File: src/rtl/midi_voice_alloc.sv
// Polyphonic voice allocator: scans the voice table for each note event and writes one slot.
// Optional voice stealing when all voices are busy: define MIDI_VOICE_STEAL_EN.
module midi_voice_alloc #(
    parameter int unsigned NUM_VOICES = 8,
    parameter int unsigned IDX_W      = 3,
    parameter int unsigned AGE_W      = 8
) (
    input  logic                  EXT_CLK,
    input  logic                  RST,
    input  logic                  ev_valid,
    output logic                  ev_ready,
    input  logic                  ev_on,
    input  logic                  ev_off,
    input  logic [6:0]            ev_note,
    input  logic [6:0]            ev_vel,
    input  logic [3:0]            ev_chan,
    input  logic                  all_off,
    output logic [NUM_VOICES-1:0] voice_en,
    output logic                  voice_wr,
    output logic [IDX_W-1:0]      voice_idx,
    output logic [6:0]            voice_note,
    output logic [6:0]            voice_vel,
    output logic [3:0]            voice_chan,
    output logic                  steal,
    output logic                  drop
);

    typedef enum logic [1:0] {StIdle, StScan, StCommit} state_e;
    typedef enum logic [1:0] {EvOn, EvOff, EvBad} kind_e;

    localparam logic [IDX_W-1:0] LastIdx = IDX_W'(NUM_VOICES - 1);

    state_e           state;
    kind_e            ev_kind;
    logic [6:0]       ev_note_l;
    logic [6:0]       ev_vel_l;
    logic [3:0]       ev_chan_l;
    logic [IDX_W-1:0] scan_cnt;
    logic [6:0]       tab_note [NUM_VOICES];
    logic [3:0]       tab_chan [NUM_VOICES];
    logic             match_found, free_found;
    logic [IDX_W-1:0] match_idx, free_idx;
    logic             scan_hit;
    logic             do_write;
    logic [IDX_W-1:0] tgt_idx;

    assign ev_ready = (state == StIdle);
    assign scan_hit = voice_en[scan_cnt] && (tab_note[scan_cnt] == ev_note_l) &&
                      (tab_chan[scan_cnt] == ev_chan_l);

`ifdef MIDI_VOICE_STEAL_EN
    logic [AGE_W-1:0] age [NUM_VOICES];
    logic             old_found;
    logic [IDX_W-1:0] old_idx;
    logic [AGE_W-1:0] old_age;
    logic             tgt_steal;
`endif

    always_comb begin
        do_write = 1'b0;
        tgt_idx  = '0;
`ifdef MIDI_VOICE_STEAL_EN
        tgt_steal = 1'b0;
`endif
        case (ev_kind)
            EvOn: begin
                if (match_found) begin
                    do_write = 1'b1;
                    tgt_idx  = match_idx;
                end else if (free_found) begin
                    do_write = 1'b1;
                    tgt_idx  = free_idx;
                end
`ifdef MIDI_VOICE_STEAL_EN
                else begin
                    do_write  = 1'b1;
                    tgt_idx   = old_idx;
                    tgt_steal = 1'b1;
                end
`endif
            end
            EvOff: begin
                do_write = match_found;
                tgt_idx  = match_idx;
            end
            default: ;
        endcase
    end

    always_ff @(posedge EXT_CLK) begin
        if (RST) begin
            state       <= StIdle;
            ev_kind     <= EvBad;
            ev_note_l   <= '0;
            ev_vel_l    <= '0;
            ev_chan_l   <= '0;
            scan_cnt    <= '0;
            match_found <= 1'b0;
            free_found  <= 1'b0;
            match_idx   <= '0;
            free_idx    <= '0;
            voice_en    <= '0;
            voice_wr    <= 1'b0;
            voice_idx   <= '0;
            voice_note  <= '0;
            voice_vel   <= '0;
            voice_chan  <= '0;
            drop        <= 1'b0;
            for (int i = 0; i < NUM_VOICES; i++) begin
                tab_note[i] <= '0;
                tab_chan[i] <= '0;
            end
        end else if (all_off) begin
            // Panic aborts any in-flight event silently.
            state    <= StIdle;
            voice_en <= '0;
            voice_wr <= 1'b0;
            drop     <= 1'b0;
        end else begin
            voice_wr <= 1'b0;
            drop     <= 1'b0;
            case (state)
                StIdle: begin
                    if (ev_valid) begin
                        if (ev_on && !ev_off && ev_vel != 7'd0) ev_kind <= EvOn;
                        else if (ev_on != ev_off)               ev_kind <= EvOff;
                        else                                    ev_kind <= EvBad;
                        ev_note_l   <= ev_note;
                        ev_vel_l    <= ev_vel;
                        ev_chan_l   <= ev_chan;
                        scan_cnt    <= '0;
                        match_found <= 1'b0;
                        free_found  <= 1'b0;
                        state       <= StScan;
                    end
                end
                StScan: begin
                    if (scan_hit && !match_found) begin
                        match_found <= 1'b1;
                        match_idx   <= scan_cnt;
                    end
                    if (!voice_en[scan_cnt] && !free_found) begin
                        free_found <= 1'b1;
                        free_idx   <= scan_cnt;
                    end
                    if (scan_cnt == LastIdx) state <= StCommit;
                    scan_cnt <= scan_cnt + 1'b1;
                end
                StCommit: begin
                    state <= StIdle;
                    if (do_write) begin
                        voice_wr   <= 1'b1;
                        voice_idx  <= tgt_idx;
                        voice_note <= ev_note_l;
                        voice_chan <= ev_chan_l;
                        if (ev_kind == EvOn) begin
                            voice_vel         <= ev_vel_l;
                            voice_en[tgt_idx] <= 1'b1;
                            tab_note[tgt_idx] <= ev_note_l;
                            tab_chan[tgt_idx] <= ev_chan_l;
                        end else begin
                            voice_vel         <= 7'd0;
                            voice_en[tgt_idx] <= 1'b0;
                        end
                    end else begin
                        drop <= 1'b1;
                    end
                end
                default: state <= StIdle;
            endcase
        end
    end

`ifdef MIDI_VOICE_STEAL_EN
    always_ff @(posedge EXT_CLK) begin
        steal <= !RST && !all_off && (state == StCommit) && do_write && tgt_steal;
    end

    // Oldest = max age among active voices; strict compare keeps the lowest index on ties.
    always_ff @(posedge EXT_CLK) begin
        if (RST || all_off) begin
            old_found <= 1'b0;
            old_idx   <= '0;
            old_age   <= '0;
            for (int i = 0; i < NUM_VOICES; i++) age[i] <= '0;
        end else if (state == StIdle && ev_valid) begin
            old_found <= 1'b0;
            old_idx   <= '0;
            old_age   <= '0;
        end else if (state == StScan) begin
            if (voice_en[scan_cnt] && (!old_found || age[scan_cnt] > old_age)) begin
                old_found <= 1'b1;
                old_idx   <= scan_cnt;
                old_age   <= age[scan_cnt];
            end
        end else if (state == StCommit && do_write && ev_kind == EvOn) begin
            for (int i = 0; i < NUM_VOICES; i++) begin
                if (IDX_W'(i) == tgt_idx) age[i] <= '0;
                else if (voice_en[i] && age[i] != {AGE_W{1'b1}}) age[i] <= age[i] + 1'b1;
            end
        end
    end
`else
    assign steal = 1'b0;
`endif

endmodule

File: config.mk
export PLATFORM = sky130hd
export DESIGN_NAME = midi_voice_alloc
export DESIGN_NICKNAME = d
export VERILOG_FILES = /design/src/rtl/midi_voice_alloc.sv
export SDC_FILE = /design/constraint.sdc
export NUM_CORES = 1
export LEC_CHECK = 0
export BUFFER_PORTS_ARGS = -buffer_cell sky130_fd_sc_hd__clkbuf_2
export CORE_MARGIN = 4
export CORE_UTILIZATION = 59
export DETAILED_ROUTE_END_ITERATION = 12
export GPL_ROUTABILITY_DRIVEN = 1
export PLACE_DENSITY = 0.79
export REMOVE_ABC_BUFFERS = 1
export SYNTH_ARGS = -nofsm -noshare
export SYNTH_HDL_FRONTEND = slang
export SYNTH_SLANG_ARGS = --single-unit
File: constraint.sdc
create_clock -name EXT_CLK -period 2.4 [get_ports EXT_CLK]
set_clock_uncertainty 0.05 [all_clocks]
set_input_delay 0.24 -clock EXT_CLK [delete_from_list [all_inputs] [get_ports EXT_CLK]]
set_output_delay 0.24 -clock EXT_CLK [all_outputs]
set_load 0.005 [all_outputs]
# == Word level (Yosys, flattened, before mapping) ==
# Memories as Yosys holds them, arrays and structs flattened. A register that Yosys moved wholly into a read port is not among the register bits.
# Cells that the tools add are included.
# Widths: inputs -> output; s select.
# op_classes
muxes,44
bitwise,5
reduce_logical,28
magnitude_cmp,3
eq_ne,11
addsub,1
# op_table
cell,count
$mux 3,9
$mux 1,19
$reduce_and 3->1,5
$mux 7,2
$pmux 3 s2,2
$and 8x8->8,1
$lt 3x4->1 const B,2
$mux 2,4
$mux 8,1
$ne 2x2->1 const B,4
$not 8->8,1
$or 8x8->8,1
$reduce_and 4->1,2
$eq 7x7->1,1
$logic_and 1x1->1,7
$reduce_bool 7->1,1
$reduce_or 7->1,1
$pmux 1 s2,3
$eq 2x1->1 const B,2
$eq 4x4->1,1
$logic_not 1->1,4
$logic_not 2->1,2
$mux 4,1
$pmux 2 s2,1
other kinds (13),15
# totals
input_bits,24
ram_bits,88
mem_count,2
reg_bits,64
out_inout_bits,33
elab_cells,111
# memory_table
memory,depth,width,read_ports,rd_ports_with_merged_regs,wr,line_no,text
tab_note,8,7,1,1,8,39,logic [6:0] tab_note [NUM_VOICES];
tab_chan,8,4,1,1,8,40,logic [3:0] tab_chan [NUM_VOICES];

# == Depth between registers and ports, before layout ==
# Gate-level depths: netlist of the first run.
# logic_depth
word_depth,10
mapped_depth,9
ltp_nobuf,7

# == Worst setup path before layout of the first run ==
# Ideal clock, no wire load.
# synth_timing
kind,register -> register
start,register ev_kind[0]
end,memory tab_chan[0][0] (enable)
n_path_buf,0
setup_time_ns,0.318
path_slack_ns,0.204
required_time_ns,2.032
synth_period_minus_slack_ns,2.196
arrival_ns,1.828
stages_incl_launch_ff,8
cell_sequence,dfxtp_1 -> nand2b_1 -> a21oi_1 -> nand3b_1 -> nor4_1 -> nand2b_1 -> nor3_1 -> or2_2
# synth_rtl
item,line_no,text
"start, declared",34,kind_e ev_kind;
"start signal, assigned",93,ev_kind <= EvBad;
"start signal, assigned",125,if (ev_on && !ev_off && ev_vel != 7'd0) ev_kind <= EvOn;
"start signal, assigned",126,else if (ev_on != ev_off) ev_kind <= EvOff;
"end, declared",40,

==> impl_metrics.env, run 1 <==
export IMPL_status="finished with violations"
export IMPL_violations="negative setup slack"
export IMPL_drc=0
export IMPL_clk_pin_slew_ns=0.06
export IMPL_layout_nets=726
export IMPL_numCtsBuffers=17
export IMPL_drt_pass1_iterations=5
export IMPL_place_inst=804
export IMPL_wl_per_cell_um=20.03
export IMPL_io_pins=57
export IMPL_cp_end_kind="register"
export IMPL_finalCritPeriodShare_pct=101.6
export IMPL_layout_setup_ws_ns=-0.03903
export IMPL_async_flop_share_pct=0
export IMPL_fin_crit_ns=2.439
export IMPL_synth_seq_area_share_pct=58.39
export IMPL_insertedDiodeCount=0
export IMPL_maxSlewViolCount=0
export IMPL_tightest_slew_ns=0.6784
export IMPL_synth_edf_count=88
export IMPL_grt_pass1_wl_um=27480
export IMPL_hold_class="primary input to register"
export IMPL_required_ns=2.69
export IMPL_synth_cell_types=39
export IMPL_critPathArrivalTime_ns=2.73
export IMPL_grt_pass1_vias=5064
export IMPL_synth_warnings=0
export IMPL_syn_inst=607
export IMPL_drtIter0Drc=332
export IMPL_overflow=0
export IMPL_reg2reg_to="match_found$_SDFFE_PP0P_"
export IMPL_final_cells=854
export IMPL_rsz0062_at_grt="yes"
export IMPL_cp_max_fo=5
export IMPL_n_fill_cell=716
export IMPL_reg2reg_slack_ns=-0.04
export IMPL_clock_root_buffer="clkbuf_16"
export IMPL_num_vias=5032
export IMPL_synth_common_cells="88 x and2_1, 88 x edfxtp_1, 87 x nand2_1"
export IMPL_vias_per_cell=5.892
export IMPL_hold_viol_final=0
export IMPL_powerDensity_nw_per_um2=722.5
export IMPL_clock_latency_ns=0.42
export IMPL_synth_area_per_cell_um2=11.24
export IMPL_clockBufferDepth=2
export IMPL_die_area_um2=13350
export IMPL_port_buffers=55
export IMPL_timing_slew_headroom_pct=54.43
export IMPL_grt_max_degree=63
export IMPL_design_area_um2=8233
export IMPL_fin_tns_setup_ns=-0.1405
export IMPL_antenna_found_initial=0
export IMPL_endpoint="match_found$_SDFFE_PP0P_"
export IMPL_synth_largest_area_cell="edfxtp_1"
export IMPL_ir_drop_mv=0.4719
export IMPL_rows=39
export IMPL_p_leak_nw=3.218
export IMPL_tritoncts="built"
export IMPL_wl_um=17110
export IMPL_drv_cap=0
export IMPL_die_x_um=115.5
export IMPL_post_dp_cell_area_um2=7443
export IMPL_ys_top_cells_by_area="edfxtp_1 39%, dfxtp_1 20%, and2_1 8.1%"
export IMPL_worstSetupPathType="register to register"
export IMPL_yosysTopAreaCellShare_pct=38.73
export IMPL_worstRegToRegCells=9
export IMPL_layout_drive_gt1_share_pct=25.46
export IMPL_ant_nets=0
export IMPL_grt_usage_pct=27.36
export IMPL_gp_congestion=0.9442
export IMPL_cts_sinks=155
export IMPL_critPathLaunchType="register"
export IMPL_die_y_um=115.5
export IMPL_ys_ff_latch=155
export IMPL_hpwl_um=11560
export IMPL_max_freq_ghz=0.4100
export IMPL_netlist_area_um2=6823
export IMPL_start_util_pct=60.01
export IMPL_ys_flop_type="edfxtp_1"
export IMPL_setup_viol=4
export IMPL_syn_to_final_growth_pct=20.67
export IMPL_htreeDepth=4
export IMPL_coreArea_um2=11370
[power breakdown]
part           switching (W)  internal [W]
clock                0.00112       0.00150
combinational       0.000211      0.000178
sequential         0.0000513       0.00288
total                0.00139       0.00456
[worst min path at each step]
stage	startpoint	endpoint	slack [ns]	depth (start not counted)
5_1_grt	ev_note[6]	ev_note_l[6]$_SDFFE_PP0P_	0.01	3
2_1_floorplan	RST	ev_chan_l[0]$_SDFFE_PP0P_	0.26	1
4_1_cts	ev_vel[2]	ev_vel_l[2]$_SDFFE_PP0P_	0.002	3
3_5_place_dp	voice_vel[6]$_SDFFE_PP0P_	voice_vel[6]$_SDFFE_PP0P_	0.40	2
3_3_place_gp	voice_vel[1]$_SDFFE_PP0P_	voice_vel[1]$_SDFFE_PP0P_	0.39	2
6_report	ev_chan[2]	ev_chan_l[2]$_SDFFE_PP0P_	0.01	3
[area by class of cell]
cell class	count	area (um^2)	area share (%)
flip-flops and latches	155	3989	48.45
multi-input cells	403	2664	32.36
repair buffers	117	800.8	9.726
clock buffers	20	489.2	5.942
well taps	143	178.9	2.173
clock inverters	12	96.34	1.170
inverters	4	15.01	0.1824
[per-layer routing]
layer  track usage [%]  routed length (um)  vias to the layer above
met1             36.88                6930                     2424
met4             10.95                 539                        0
li1                  -                   -                     2295
met3             6.684                1506                       42
met5                 0                   0                        -
met2             43.02                8128                      271
[critical path, stage by stage, from the launching register on]
cell and delay (ns):
dfxtp_4 0.40, buf_6 0.12, mux4_2 0.52, mux2i_1 0.20
xor2_1 0.20, nand4_1 0.13, nor4_2 0.30, buf_4 0.18
a31oi_1 0.09, nor3_1 0.16
[state kept, by name (all words and copies together), names as in the netlist, named ones only]
register / cells
ev_kind: 2
match_idx: 3
ev_chan_l: 4
ev_vel_l: 7
free_idx: 3
state: 2
drop: 1
tab_note: 56
voice_note: 7
tab_chan: 32
free_found: 1
voice_vel: 7
voice_wr: 1
scan_cnt: 3
voice_idx: 3
ev_note_l: 7
voice_chan: 4
match_found: 1
[cell families after synthesis]
group	synth area share [%]
and+or+nand+nor	20.30
DFF	58.39
AOI/OAI and AO/OA	5.447
muxes	10.82
buffers and inverters	3.099
xor gates and xnor gates	1.155
adders and majority gates	0.7336
other	0.05496
[metrics by stage]
step / worst slack, ns / utilization (%) / hold WS [ns] / power (W)
6_report: -0.03903 / 72.41 / 0.01448 / 0.005948
4_1_cts: 0.04060 / 71.61 / 0.001678 / 0.005941
5_1_grt: -0.1650 / 72.41 / 0.01154 / 0.006129
3_3_place_gp: 0.08205 / 65.47 / 0.3901 / 0.003320
2_1_floorplan: -0.6507 / - / 0.2591 / 0.003159
3_5_place_dp: 0.04122 / 65.47 / 0.3988 / 0.003332
[repair_timing]
action,4_1_cts,5_1_grt
hold endpoints to repair,11,0
pin swaps,0,5
setup buffers,0,7
gates resized for setup,1,12
endpoints found under the setup margin,3,59
hold buffers,11,0
[cells in the final DEF (no fill, tap or decap), types with 10 or more instances in the layout]
cell type,n
a21oi_1,46
and2_1,88
buf_4,47
clkbuf_16,19
clkbuf_2,55
dfxtp_1,65
dlygate4sd3_1,11
edfxtp_1,88
mux2_2,10
mux2i_1,29
mux4_2,14
nand2_1,87
nand2b_1,10
nand3_1,15
nor2_1,26
Note: power is estimated with default switching activity, not from simulation.
==> run 2, diff against run 1 <==
--- a/config.mk
+++ b/config.mk
@@ -7,10 +7,10 @@
 export LEC_CHECK = 0
 export BUFFER_PORTS_ARGS = -buffer_cell sky130_fd_sc_hd__clkbuf_2
 export CORE_MARGIN = 4
-export CORE_UTILIZATION = 59
+export CORE_UTILIZATION = 54
 export DETAILED_ROUTE_END_ITERATION = 12
 export GPL_ROUTABILITY_DRIVEN = 1
-export PLACE_DENSITY = 0.79
+export PLACE_DENSITY = 0.76
 export REMOVE_ABC_BUFFERS = 1
 export SYNTH_ARGS = -nofsm -noshare
 export SYNTH_HDL_FRONTEND = slang
==> constraint.sdc (replaced) <==
create_clock -name EXT_CLK -period 2 [get_ports EXT_CLK]
set_clock_uncertainty 0.05 [all_clocks]
set_input_delay 0.2 -clock EXT_CLK [delete_from_list [all_inputs] [get_ports EXT_CLK]]
set_output_delay 0.2 -clock EXT_CLK [all_outputs]
set_load 0.005 [all_outputs]
==> run 2 against run 1 <==
  * The run still ends with negative setup slack left
  * Non-clock buffer count grew 44
  * Total power grew 18%
  * Clock-buffer cell count is the same
  * Die area grew 8.6%
==> impl_metrics.env, run 2 (synthesis results as in run 1) <==
export IMPL_status="finished with violations"
export IMPL_violations="negative setup slack"
export IMPL_wl_um=20730
export IMPL_critPathLaunchType="register"
export IMPL_max_freq_ghz=0.3971
export IMPL_drv_cap=0
export IMPL_hpwl_um=11350
export IMPL_die_area_um2=14500
export IMPL_holdWs_ns=0.1349
export IMPL_layout_drive_gt1_share_pct=33.38
export IMPL_maxSlewViolCount=0
export IMPL_die_y_um=120.4
export IMPL_clock_latency_ns=0.42
export IMPL_fin_tns_setup_ns=-4.747
export IMPL_io_pins=57
export IMPL_grt_pass1_vias=5252
export IMPL_powerDensity_nw_per_um2=778.5
export IMPL_cp_end_kind="register"
export IMPL_reg2reg_slack_ns=-0.52
export IMPL_ant_nets=0
export IMPL_rsz0062_at_grt="yes"
export IMPL_coreArea_um2=12210
export IMPL_worstSetupPathType="register to register"
export IMPL_vias_per_cell=5.962
export IMPL_timing_slew_headroom_pct=56.41
export IMPL_tightest_slew_ns=0.6539
export IMPL_design_area_um2=9039
export IMPL_num_vias=5521
export IMPL_cts_sinks=155
export IMPL_place_inst=851
export IMPL_setup_viol=86
export IMPL_layout_setup_ws_ns=-0.5180
export IMPL_hold_viol_final=0
export IMPL_biggestRegsByFlops="tab_note (56), tab_chan (32)"
export IMPL_p_leak_nw=3.538
export IMPL_insertedDiodeCount=0
export IMPL_report_power_total_w=0.007037
export IMPL_largest_register_ff_count=56
export IMPL_tritoncts="built"
export IMPL_min_path_cells=3
export IMPL_reg2reg_to="match_found$_SDFFE_PP0P_"
export IMPL_grt_usage_pct=26.29
export IMPL_drt_pass1_iterations=5
export IMPL_hold_path_startpoint="ev_valid"
export IMPL_clk_pin_slew_ns=0.06
export IMPL_start_util_pct=55.87
export IMPL_gp_congestion=0.8552
export IMPL_hold_class="primary input to register"
export IMPL_final_cell_mix="88 x and2_1, 88 x edfxtp_1, 85 x nand2_1, 68 x buf_4, 62 x dfxtp_1"
export IMPL_worstHoldEndpoint="state[0]$_SDFFE_PP0P_"
export IMPL_critPathArrivalTime_ns=2.77
export IMPL_drc=0
export IMPL_grt_max_degree=64
export IMPL_numCtsBuffers=17
export IMPL_die_x_um=120.4
export IMPL_syn_to_final_growth_pct=32.48
export IMPL_wl_per_cell_um=22.38
export IMPL_clock_root_buffer="clkbuf_16"
export IMPL_drtIter0Drc=663
export IMPL_regMostFlops="tab_note"
export IMPL_rows=40
export IMPL_final_cells=926
export IMPL_cp_max_fo=7
export IMPL_clockBufferDepth=2
export IMPL_htreeDepth=4
export IMPL_port_buffers=55
export IMPL_required_ns=2.25
export IMPL_overflow=0
export IMPL_post_dp_cell_area_um2=7740
export IMPL_antenna_found_initial=1
export IMPL_layout_nets=773
export IMPL_ir_drop_mv=0.5383
export IMPL_finalCritPeriodShare_pct=125.9
export IMPL_fin_crit_ns=2.518
export IMPL_grt_pass1_wl_um=28890
export IMPL_worstRegToRegCells=8
run 2: layer usage:
layer | GRT usage [%] | share of wire, %
met1 | 34.11 | 36
met2 | 43.03 | 49
met5 | 0 | 0.063
met3 | 6.782 | 10
met4 | 9.136 | 4.2
run 2: final cells by class:
type                       count  area [um^2]
timing repair buffer         161         1349
inverter                       4        15.01
multi-input combinational    406         2938
clock inverter                12        88.84
tap                          168        210.2
clock buffer                  20        440.4
sequential                   155         3998
fill                         711         3173
run 2: worst max path at each step:
stage                        start                         to  slack [ns]
after floorplan           register  match_idx[0]$_SDFFE_PP0P_       -1.05
after global placement    register  match_idx[1]$_SDFFE_PP0P_       -0.30
after detailed placement  register  match_idx[1]$_SDFFE_PP0P_       -0.39
after CTS                 register  match_idx[1]$_SDFFE_PP0P_       -0.32
after global routing      register   match_found$_SDFFE_PP0P_       -0.58
final                     register   match_found$_SDFFE_PP0P_       -0.52
run 2: timing repair:
action / 4_1_cts / 5_1_grt
pin swaps: 8 / 12
gates resized for setup: 28 / 53
endpoints found under the hold margin: 18 / 0
setup endpoints to repair: 183 / 154
hold buffers: 18 / 0
gates cloned: 1 / 6
setup buffers: 7 / 12
run 2: through the flow:
stage / util (%) / setup slack [ns]
finish: 74.02 / -0.5180
detailed placement: 63.38 / -0.3915
CTS: 70.91 / -0.3158
floorplan: - / -1.051
global route: 74.02 / -0.5819
global placement: 63.38 / -0.2967
run 2: where the power goes:
group,leakage (nW),switching [W],internal (W)
clock,0.264,0.00131,0.00161
sequential,1.42,0.0000646,0.00346
combinational,1.86,0.000303,0.000287
run 2: worst max-delay path, stage by stage, from the launching register on:
cell	delay [ns]
dfxtp_4	0.40
buf_12	0.15
mux4_2	0.50
mux2i_1	0.21
xor2_1	0.18
nand2_1	0.11
nor4_4	0.36
a31oi_1	0.17
nor3_1	0.27
==> run 3, diff against run 2 <==
--- a/config.mk
+++ b/config.mk
@@ -7,10 +7,11 @@
 export LEC_CHECK = 0
 export BUFFER_PORTS_ARGS = -buffer_cell sky130_fd_sc_hd__clkbuf_2
 export CORE_MARGIN = 4
-export CORE_UTILIZATION = 54
+export CORE_UTILIZATION = 56
+export CTS_BUF_LIST = sky130_fd_sc_hd__clkbuf_2
 export DETAILED_ROUTE_END_ITERATION = 12
 export GPL_ROUTABILITY_DRIVEN = 1
-export PLACE_DENSITY = 0.76
+export PLACE_DENSITY = 0.78
 export REMOVE_ABC_BUFFERS = 1
 export SYNTH_ARGS = -nofsm -noshare
 export SYNTH_HDL_FRONTEND = slang
==> run 3 against run 2 <==
  * The run still ends with negative setup slack left
  * Utilization shrank 0.47 points
  * Sequential power is essentially flat
  * Global-route usage grew 2.5 points
  * Total power shrank 13%
  * Critical path type unchanged
  * Critical endpoint is now match_idx[2]$_SDFFE_PP0P_
==> impl_metrics.env, run 3 (synthesis results as in run 1) <==
export IMPL_status="finished with violations"
export IMPL_violations="negative setup slack"
export IMPL_wl_per_cell_um=22.71
export IMPL_clk_pin_slew_ns=0.23
export IMPL_fin_tns_setup_ns=-11.80
export IMPL_io_pins=57
export IMPL_final_cells=920
export IMPL_die_y_um=118.4
export IMPL_drtIter0Drc=610
export IMPL_grt_pass1_vias=5489
export IMPL_hold_class="primary input to register"
export IMPL_fin_crit_ns=2.392
export IMPL_die_area_um2=14010
export IMPL_die_x_um=118.4
export IMPL_layout_nets=787
export IMPL_met2_length_um=10400
export IMPL_wl_met3_um=1795
export IMPL_syn_to_final_growth_pct=28.94
export IMPL_clock_latency_ns=0.75
export IMPL_numCtsBuffers=17
export IMPL_clock_root_buffer="clkbuf_2"
export IMPL_start_util_pct=57.04
export IMPL_grt_usage_pct=28.74
export IMPL_rows=40
export IMPL_htreeDepth=4
export IMPL_drc=0
export IMPL_max_freq_ghz=0.4180
export IMPL_regMostFlops="tab_note"
export IMPL_num_vias=5594
export IMPL_grt_max_degree=64
export IMPL_grt_pass1_wl_um=30770
export IMPL_drv_cap=0
export IMPL_cp_end_kind="register"
export IMPL_coreArea_um2=11960
export IMPL_vias_per_cell=6.080
export IMPL_wl_met1_um=7538
export IMPL_cts_sinks=155
export IMPL_setup_viol=125
export IMPL_rsz0062_at_grt="yes"
export IMPL_tritoncts="built"
export IMPL_place_inst=836
export IMPL_port_buffers=55
export IMPL_layout_setup_ws_ns=-0.3922
export IMPL_area_sequential_um2=3996
export IMPL_wl_um=20900
export IMPL_cp_max_fo=4
export IMPL_timing_slew_headroom_pct=54.30
export IMPL_hpwl_um=11670
export IMPL_clockBufferDepth=2
export IMPL_multi_input_area_um2=2824
export IMPL_worstSetupPathType="register to register"
export IMPL_top_layer_used="met4"
export IMPL_holdWs_ns=0.1933
export IMPL_required_ns=2.61
export IMPL_antenna_found_initial=0
export IMPL_critPathLaunchType="register"
export IMPL_hold_viol_final=0
export IMPL_drt_pass1_iterations=5
export IMPL_largest_register_ff_count=56
export IMPL_design_area_um2=8797
export IMPL_critPathArrivalTime_ns=3.00
export IMPL_overflow=0
export IMPL_finalCritPeriodShare_pct=119.6
export IMPL_powerDensity_nw_per_um2=692.6
export IMPL_tightest_slew_ns=0.6855
export IMPL_ant_nets=0
export IMPL_n_fill_cell=685
export IMPL_p_leak_nw=3.479
export IMPL_maxSlewViolCount=0
export IMPL_gp_congestion=0.8845
export IMPL_final_cell_mix="88 x and2_1, 88 x edfxtp_1, 86 x nand2_1, 75 x clkbuf_2, 67 x buf_4"
export IMPL_layout_drive_gt1_share_pct=33.03
export IMPL_biggestRegsByFlops="tab_note (56), tab_chan (32)"
export IMPL_post_dp_cell_area_um2=7796
export IMPL_ir_drop_mv=0.6634
## run 3: cell count changes in the layout (fill, tap and decap cells not counted), moves of 4 or more
| cell | previous run | this run |
|---|---|---|
| o22ai_2 | 5 | 0 |
| or2_4 | 10 | 2 |
| a21oi_1 | 42 | 32 |
| a21oi_2 | 0 | 11 |
| bufinv_16 | 0 | 4 |
| clkbuf_2 | 55 | 75 |
| dlygate4sd3_1 | 18 | 32 |
| clkbuf_16 | 20 | 1 |
| or2_2 | 3 | 8 |
| o22ai_1 | 0 | 5 |
## run 3: final timing paths
check,from,to,slack [ns],cells after the start
hold / removal,ev_vel[3],ev_vel_l[3]$_SDFFE_PP0P_,0.19,4
setup reg to reg,register,match_idx[2]$_SDFFE_PP0P_,-0.39,8
setup / recovery,register,match_idx[2]$_SDFFE_PP0P_,-0.39,8
hold reg to reg,voice_note[6]$_SDFFE_PP0P_,voice_note[6]$_SDFFE_PP0P_,0.42,2
## run 3: area by class of cell
type | instances | share of cell area (%)
Clock inverter | 12 | 1.991
Timing Repair Buffer | 178 | 17.05
Tap cell | 147 | 2.091
Clock buffer | 20 | 1.138
Multi-Input combinational cell | 403 | 32.10
Inverter | 4 | 0.1707
Antenna cell | 1 | 0.02845
Sequential cell | 155 | 45.43
## run 3: critical path: stages, from the launching register on
cell	delay [ns]
dfxtp_4	0.44
buf_4	0.14
mux4_2	0.52
mux2i_1	0.20
xor2_1	0.16
nand4_1	0.16
nor4_4	0.24
nand3_2	0.18
mux2i_1	0.22
## run 3: report_power, final
group / internal [W] / total, W / switching (W) / leakage [nW]
Combinational: 0.000298 / 0.000604 / 0.000306 / 1.89
Clock: 0.000838 / 0.00197 / 0.00113 / 0.169
Sequential: 0.00346 / 0.00352 / 0.0000583 / 1.42
Total: 0.00459 / 0.00609 / 0.00150 / 3.48
## run 3: what timing repair did
action,in CTS,in global routing
endpoints found under the setup margin,185,205
hold buffers,43,0
pin swaps,11,9
buffers inserted,7,10
gates resized for setup,29,33
hold endpoints to repair,45,0
cloned,1,2
## run 3: metal layers
metal	vias up	global-route usage, %
met2	375	49.59
met4	0	12.09
li1	2417	-
met1	2689	35.03
met3	113	6.124
met5	-	0
## run 3: through the flow
| step | util (%) | total power [W] | setup WS (ns) |
|---|---|---|---|
| final | 73.55 | 0.006093 | -0.3922 |
| after global routing | 73.53 | 0.006260 | -0.5143 |
| after CTS | 72.58 | 0.005995 | -0.3246 |
| after detailed placement | 65.18 | 0.004048 | -0.3882 |
| after global placement | 65.18 | 0.004029 | -0.3028 |
| after floorplan | - | 0.003791 | -1.051 |
